--- config.mk ---
export PLATFORM = sky130hd
export DESIGN_NAME = spi_master_ctrl
export DESIGN_NICKNAME = d
export VERILOG_FILES = /design/src/rtl/spi_master_ctrl.sv
export SDC_FILE = /design/constraint.sdc
export NUM_CORES = 1
export LEC_CHECK = 0
export CORE_ASPECT_RATIO = 1.4
export CORE_MARGIN = 2
export CORE_UTILIZATION = 40
export CTS_CLUSTER_SIZE = 30
export DETAILED_ROUTE_END_ITERATION = 8
export PLACE_DENSITY = 0.75
export RECOVER_POWER = 50
export SLEW_MARGIN = 10
export SYNTH_ARGS = -nofsm -noshare
export SYNTH_HDL_FRONTEND = slang
export SYNTH_SLANG_ARGS = --single-unit
--- constraint.sdc ---
create_clock -name clk -period 3.55 [get_ports clk]
set_input_delay 0.71 -clock clk [delete_from_list [all_inputs] [get_ports clk]]
set_output_delay 0.71 -clock clk [all_outputs]
set_load 0.02 [all_outputs]
--- src/rtl/spi_master_ctrl.sv ---
// SPI mode-0 master sequencer: drives shifter load/shift strobes, sclk, cs_n
// and captures 8 miso bits into rx_data with a one-cycle done pulse.
// Ports: clk, rst (sync, active-low), start, tx_data, tx_bit, miso ->
//   busy, done, rx_data, shd_data, load, shift_en, sclk, cs_n.
// Option: define SPI_LOOPBACK_EN to sample tx_bit instead of miso.
module spi_master_ctrl #(
  parameter int CLK_DIV = 4
) (
  input  logic       clk,
  input  logic       rst,
  input  logic       start,
  input  logic [7:0] tx_data,
  input  logic       tx_bit,
  input  logic       miso,
  output logic       busy,
  output logic       done,
  output logic [7:0] rx_data,
  output logic [7:0] shd_data,
  output logic       load,
  output logic       shift_en,
  output logic       sclk,
  output logic       cs_n
);

  localparam int DW = $clog2(CLK_DIV) + 1;
  localparam logic [DW-1:0] DLAST = DW'(CLK_DIV - 1);

  typedef enum logic [2:0] {
    IDLE, LOAD, LOW, HIGH, DONE
  } state_t;

  state_t          state, nxt;
  logic [2:0]      bit_cnt;
  logic [DW-1:0]   div_cnt;
  logic [7:0]      rx_sr;
  logic            last;
  logic            sin;
  logic            unused;
  logic            busy_d, done_d, load_d;
  logic            shift_d, sclk_d, cs_n_d;

`ifdef SPI_LOOPBACK_EN
  assign sin    = tx_bit;
  assign unused = miso;
`else
  assign sin    = miso;
  assign unused = tx_bit;
`endif

  assign last = (div_cnt == DLAST);

  always_ff @(posedge clk) begin
    if (!rst) state <= IDLE;
    else      state <= nxt;
  end

  always_comb begin
    nxt = state;
    unique case (state)
      IDLE: if (start) nxt = LOAD;
      LOAD: nxt = LOW;
      LOW:  if (last) nxt = HIGH;
      HIGH: if (last) nxt = (bit_cnt == 3'd7) ? DONE : LOW;
      DONE: nxt = IDLE;
      default: nxt = IDLE;
    endcase
  end

  // Outputs are decoded from the next state so the registered
  // copies line up with the state they belong to.
  always_comb begin
    load_d  = (nxt == LOAD);
    sclk_d  = (nxt == HIGH);
    done_d  = (nxt == DONE);
    busy_d  = (nxt != IDLE);
    cs_n_d  = (nxt == IDLE) || (nxt == DONE);
    shift_d = (state == HIGH) && last && (bit_cnt != 3'd7);
  end

  always_ff @(posedge clk) begin
    if (!rst) begin
      busy     <= 1'b0;
      done     <= 1'b0;
      load     <= 1'b0;
      shift_en <= 1'b0;
      sclk     <= 1'b0;
      cs_n     <= 1'b1;
      rx_data  <= '0;
      shd_data <= '0;
      rx_sr    <= '0;
      bit_cnt  <= '0;
      div_cnt  <= '0;
    end else begin
      busy     <= busy_d;
      done     <= done_d;
      load     <= load_d;
      shift_en <= shift_d;
      sclk     <= sclk_d;
      cs_n     <= cs_n_d;
      if (state == IDLE && start) begin
        shd_data <= tx_data;
        bit_cnt  <= '0;
      end
      if (state == LOW || state == HIGH)
        div_cnt <= last ? '0 : div_cnt + 1'b1;
      else
        div_cnt <= '0;
      // Sample on the rising sclk edge.
      if (state == LOW && last)
        rx_sr <= {rx_sr[6:0], sin};
      if (shift_d)
        bit_cnt <= bit_cnt + 3'd1;
      if (state == HIGH && last && bit_cnt == 3'd7)
        rx_data <= rx_sr;
    end
  end

endmodule
; Word-level counts from Yosys, hierarchy flattened
; Cells that the tools add are included.
[word_totals]
ff_bits = 39
latch_bits = 0
ram_bits = 0
romBits = 0
out_inout_bits = 22
word_cells = 44
n_memories = 0
[classes]
addsub = 2
n_mul = 0
div_mod_pow = 0
order_cmp = 0
n_eq_ne = 9
shift = 0
n_mux = 7
bitwise = 2
reduce_logical = 12
[ops]
columns = cell, n
row1 = $mux W3, 6
row2 = $eq A3 B2 Y1 const B, 4
row3 = $pmux W3 S4, 1
row4 = $add A3 B1 Y3 const B, 2
row5 = $eq A3 B1 Y1 const B, 2
row6 = $eq A3 B3 Y1 const B, 2
row7 = $logic_not A3 Y1, 2
row8 = $logic_and A1 B1 Y1, 5
row9 = $ne A3 B3 Y1 const B, 1
row10 = $reduce_bool A3 Y1, 1
row11 = $reduce_or A3 Y1, 1
row12 = $logic_or A1 B1 Y1, 2
row13 = $not A1 Y1, 2
row14 = $reduce_bool A2 Y1, 1

; Depth between registers and ports, before layout
; Gate-level depths: netlist of the first run.
[logic_depth]
depth_word = 6
depth_mapped = 7
mapped_depth_nobuf = 6

; Worst setup path after synthesis of the first run
; OpenSTA, ideal clock, no wires.
[synth_timing]
kind = input to register
from = input rst
to = register busy
t_arrival_ns = 1.602
required_ns = 3.423
slack_ns = 1.821
stages = 5
cell_sequence = buf_2 > nor3b_1 > a32oi_4 > inv_2 > or3_1
[synth_rtl]
columns = element, line_no
row1 = start: declaration, 10  ; input logic rst,
row2 = end signal: assignment, 94  ; busy <= busy_d;
row3 = end: declaration, 15  ; output logic busy,

==> out/metrics.csv, run 1 <==
metric,value,unit
synth_edf_count,0,
crit_arrival,2.64,ns
layout-area-overhead-vs-synth,27.8,%
worst_pin_slew,1.21,ns
critical_path_required,3.76,ns
hold_viol_final,0,
synth.top_cell.area_share,50.1,%
timing.final.max_slew_violations,0,
critPathSlowestCell,clkbuf_1,
whs,0.423,ns
peakVddDrop,0.346,mV
r2r_start,div_cnt[0],
cts_setup_buffers,0,
routabilityCongestion,0.800,
numClockSinks,39,
clockRootBuffer,clkbuf_8,
grt_pass1_vias,1121,
nets,212,
endpoint,rx_sr[5],
synth_top_flop_cell,dfxtp_1,
rrSetupSlack,1.78,ns
postPlaceCellArea,1890,µm²
grt_overflow,0,
numCtsBuffers,5,
path_clk_slew,0.07,ns
hpwlAfterDp,1.92,mm
insertion_delay,0.29,ns
ctsHoldBuffers,0,
slowest_delay,0.92,ns
swShare,21.8,%
grt_max_degree,33,
ys_seq_area_share,50.1,%
fin_tns_setup,0,ns
drc,0,
synthCells,163,
dr.pass1.iters,2,
outcome,completed,
initial_core_util,42.0,%
p_clk_share,40.5,%
rsz0062_at_grt,no,
diodes,0,
via_per_inst,5.05,
synthDistinctLibCells,32,
core,3710,µm²
cts_buffer_depth,2,
cts_resized,0,
die_x,56.8,µm
cts_tree,yes,
placementRows,26,
wl_per_cell,11.6,µm
period_minus_slack,2.42,ns
critPathMaxFanout,32,
pin_count,35,
drtIter0Drc,26,
cap_violations,0,
syn_avg_cell_area,9.56,µm²
dieHeight,77.9,µm
hold_path.class,reg -> reg,
antenna_found_initial,0,
clock_skew,0.00577,ns
r2r_end,busy,
p_per_area,463,nW/µm²
post-route-period-util,68.2,%
place_ws,1.30,ns
finalSetupViolCount,0,
p_int,0.000720,W
routed_wl,2.73,mm
ys_top_cells_by_area,"dfxtp_1 (50%), nand2_1 (8.7%), mux2i_1 (7.1%), ha_1 (4.8%), nand3_1 (3.9%)",
grt_usage,14.3,%
portBuffers,33,
switchingPower,0.000201,W
final_cell_area,1990,µm²
combPwrFrac,9.6,%
cp_cell_sequence,dlygate4sd3_1 -> clkbuf_1 -> nand2_1 -> o21ai_0,
cp-start-kind,input port,
synth_common_cells,"dfxtp_1 (39), nand2_1 (36), nand3_1 (12), mux2i_1 (11)",
setup_slack,1.13,ns
async_flop_share,0,%
timing.fmax,413,MHz
drive_above_1_share,7.73,%
yosys_warnings,0,
ant_nets,0,
seqPwrFrac,49.9,%
grt_pass1_wl,4.85,mm
syn_area,1560,µm²
syn_nets,182,
crit_path_end_kind,flop,
yosysMostFrequentCell,dfxtp_1,
worstSetupPathType,in -> reg,
synth_top_area_cell,dfxtp_1,
dieArea,4420,µm²
leakage,0.731,nW
synth_seq_cells,39,
slew_headroom,19.5,%
routed-via-count,1192,
cp-startpoint,rst,
cts_max_level,2,
r2r_cells,6,
worst min path at each step:
stage / startpoint / endpoint / slack, ns / cells after the start
6_report: div_cnt[0] / div_cnt[0] / 0.42 / 1
5_1_grt: div_cnt[0] / div_cnt[0] / 0.44 / 1
4_1_cts: div_cnt[0] / div_cnt[0] / 0.43 / 1
3_5_place_dp: div_cnt[0] / div_cnt[0] / 0.42 / 1
3_3_place_gp: div_cnt[0] / div_cnt[0] / 0.41 / 1
2_1_floorplan: div_cnt[0] / div_cnt[0] / 0.40 / 1
logic make-up after synthesis:
group / synth area share (%)
DFF: 50.1
adders and majority gates: 4.82
muxes: 8.03
and+or+nand+nor: 24.9
buffers and inverters: 4.73
AOI/OAI and AO/OA: 7.46
routing by layer:
layer	part of all wire [%]	global-route usage, %
met1	43	14.5
met2	49	24.9
met3	6.5	6.33
met5	0	0
met4	2.2	6.28
stage by stage:
step,utilization (%),cells,total power [W]
after floorplan,-,163,0.000524
after global placement,51.0,228,0.000561
after detailed placement,51.0,228,0.000562
after CTS,54.1,236,0.000939
after global routing,53.7,236,0.000969
final,53.7,236,0.000921
power groups by stage:
stage	combinational, W	sequential, W	clock [W]
after floorplan	0.0000447	0.000480	0
after detailed placement	0.0000915	0.000470	0
after global routing	0.0000980	0.000462	0.000409
final	0.0000882	0.000460	0.000373
after CTS	0.0000918	0.000460	0.000387
after global placement	0.0000905	0.000470	0
critical path: cells and delay by family:
kind | cells | cell delay (ns)
buf+inv | 2 | 1.56
compound gates | 1 | 0.21
simple gates | 1 | 0.16
final cells by class:
class	instances	area, µm²
clock buffer	6	82.6
clock inverter	2	35.0
fill	361	1720
inverter	4	15.0
multi-input combinational	109	692
sequential	39	781
tap	42	52.6
timing repair buffer	34	334
placed cells by master, fill, tap and decap left out:
master	synthesis	layout
nor4_1	1	3
and4_1	1	1
o21ai_0	8	8
mux2_4	1	1
nor3b_2	1	1
nor3_2	1	1
nor2_1	5	5
a32oi_4	1	1
nand2_1	36	36
nand2b_1	2	2
clkbuf_8	0	6
mux2i_1	11	11
dfxtp_1	39	39
clkdlybuf4s50_1	0	29
clkbuf_1	3	1
nor3_1	3	3
dlygate4sd3_1	0	4
nor2_4	1	1
a21oi_1	8	8
nor3b_1	3	3
and4bb_2	1	1
nor4b_2	1	1
clkinv_2	0	1
ha_1	6	6
and3_1	1	1
bufinv_16	0	1
or3_1	1	1
or4b_1	1	1
nand3_1	12	12
a22o_1	1	1
inv_1	3	4
registers in the layout, summed over array words and instances, names as in the netlist:
| name | flops |
|---|---|
| sclk | 1 |
| state | 3 |
| rx_sr | 8 |
| shd_data | 8 |
| load | 1 |
| done | 1 |
| div_cnt | 3 |
| bit_cnt | 3 |
| busy | 1 |
| rx_data | 8 |
| cs_n | 1 |
| shift_en | 1 |
Power figures use the tool's default switching activity.
==> inputs of run 2 (changes only) <==
Settings changed: PLACE_DENSITY 0.75 to 0.77.
Clock period 3.55 ns to 2.15 ns, I/O delays scaled along.
==> out/metrics.csv, run 2 (synthesis gave the netlist of run 1 again) <==
metric,value,unit
clockRootBuffer,clkbuf_8,
portBuffers,33,
drtIter0Drc,11,
via_per_inst,5.00,
hpwlAfterDp,2.02,mm
rrSetupSlack,0.37,ns
p_per_area,703,nW/µm²
leakage,0.736,nW
grt_pass1_wl,4.91,mm
hold_viol_final,0,
antenna_found_initial,0,
routabilityCongestion,0.739,
critPathMaxFanout,4,
diodes,0,
cp-start-kind,flop,
seqPwrFrac,54.4,%
placementRows,26,
post-route-period-util,82.6,%
swShare,23.5,%
peakVddDrop,0.475,mV
cp.buffers_inverters,1,
p_clk_share,34.8,%
cts_setup_buffers,0,
endpoint,cs_n,
routed_wl,2.79,mm
grt_pass1_vias,1138,
p_int,0.00107,W
critical_path_required,2.31,ns
setup_slack,0.374,ns
drc,0,
worstSetupPathType,reg -> reg,
dieArea,4420,µm²
rsz0062_at_grt,no,
crit_top_cell,ha_1,
grt_overflow,0,
period_minus_slack,1.78,ns
fin_tns_setup,0,ns
slew_headroom,56.0,%
finalSetupViolCount,0,
whs,0.419,ns
path_clk_slew,0.07,ns
final_common_cell,dfxtp_1,
timing.final.max_slew_violations,0,
switchingPower,0.000329,W
crit_path_end_kind,flop,
worst_pin_slew,0.659,ns
cts_max_level,2,
fin_cells,238,
grt_max_degree,22,
initial_core_util,42.0,%
routed-via-count,1190,
cts_resized,0,
timing.fmax,563,MHz
combPwrFrac,10.8,%
r2r_end,cs_n,
place_inst,231,
cts_tree,yes,
clock_skew,0.00451,ns
core,3710,µm²
dieHeight,77.9,µm
r2r_start,div_cnt[0],
place_ws,0.171,ns
r2r_cells,6,
path_delay_family,simple AND/OR/NAND/NOR gates,
slowest_delay,0.56,ns
cap_violations,0,
ctsHoldBuffers,0,
insertion_delay,0.29,ns
nets,215,
cp-startpoint,div_cnt[0],
drive_above_1_share,8.67,%
numCtsBuffers,5,
layout-area-overhead-vs-synth,27.6,%
crit_cells,6,
layout_common_cells,"dfxtp_1 (39), nand2_1 (36), clkdlybuf4s50_1 (26)",
pin_count,35,
grt_usage,14.3,%
numClockSinks,39,
outcome,completed,
wl_per_cell,11.7,µm
final_cell_area,1990,µm²
reg_top3,"rx_data (8), rx_sr (8), shd_data (8)",
critPathSlowestCell,nor3b_1,
hold_path.class,reg -> reg,
crit_arrival,1.94,ns
postPlaceCellArea,1910,µm²
cts_buffer_depth,2,
dr.pass1.iters,3,
cp_cell_sequence,ha_1 -> ha_1 -> nor3b_1 -> a32oi_4 -> inv_1 -> nor2_1,
ant_nets,0,
die_x,56.8,µm
run 2: layout make-up:
cell class	count	area, µm²
clock buffers	6	82.6
clock inverters	1	5.00
fillers	353	1720
inverters	4	15.0
multi-input cells	109	693
flip-flops and latches	39	781
well taps	42	52.6
repair buffers	37	360
run 2: per-stage QoR:
step / utilization, % / power, W
floorplan: - / 0.000866
global placement: 51.6 / 0.000932
detailed placement: 51.6 / 0.000934
CTS: 53.9 / 0.00142
global route: 53.6 / 0.00146
finish: 53.6 / 0.00140
run 2: per-layer routing:
layer	up-vias	global-route usage, %	share of wire, %
met5	-	0	0
met4	0	6.98	2.4
met3	6	5.50	5.3
met2	25	24.9	51
met1	543	14.8	41
li1	616	-	-
run 2: how the worst min path moves through the flow:
| stage | startpoint | endpoint | depth (start not counted) |
|---|---|---|---|
| after global placement | div_cnt[0] | div_cnt[0] | 1 |
| after CTS | div_cnt[0] | div_cnt[0] | 1 |
| after detailed placement | div_cnt[0] | div_cnt[0] | 1 |
| final | div_cnt[0] | div_cnt[0] | 1 |
| after floorplan | div_cnt[0] | div_cnt[0] | 1 |
| after global routing | div_cnt[0] | div_cnt[0] | 1 |
run 2: power groups by stage:
stage	sequential (W)	combinational [W]	clock, W
after floorplan	0.000792	0.0000739	0
after global placement	0.000777	0.000155	0
after detailed placement	0.000777	0.000157	0
after CTS	0.000761	0.000158	0.000498
after global routing	0.000763	0.000165	0.000536
final	0.000760	0.000150	0.000487
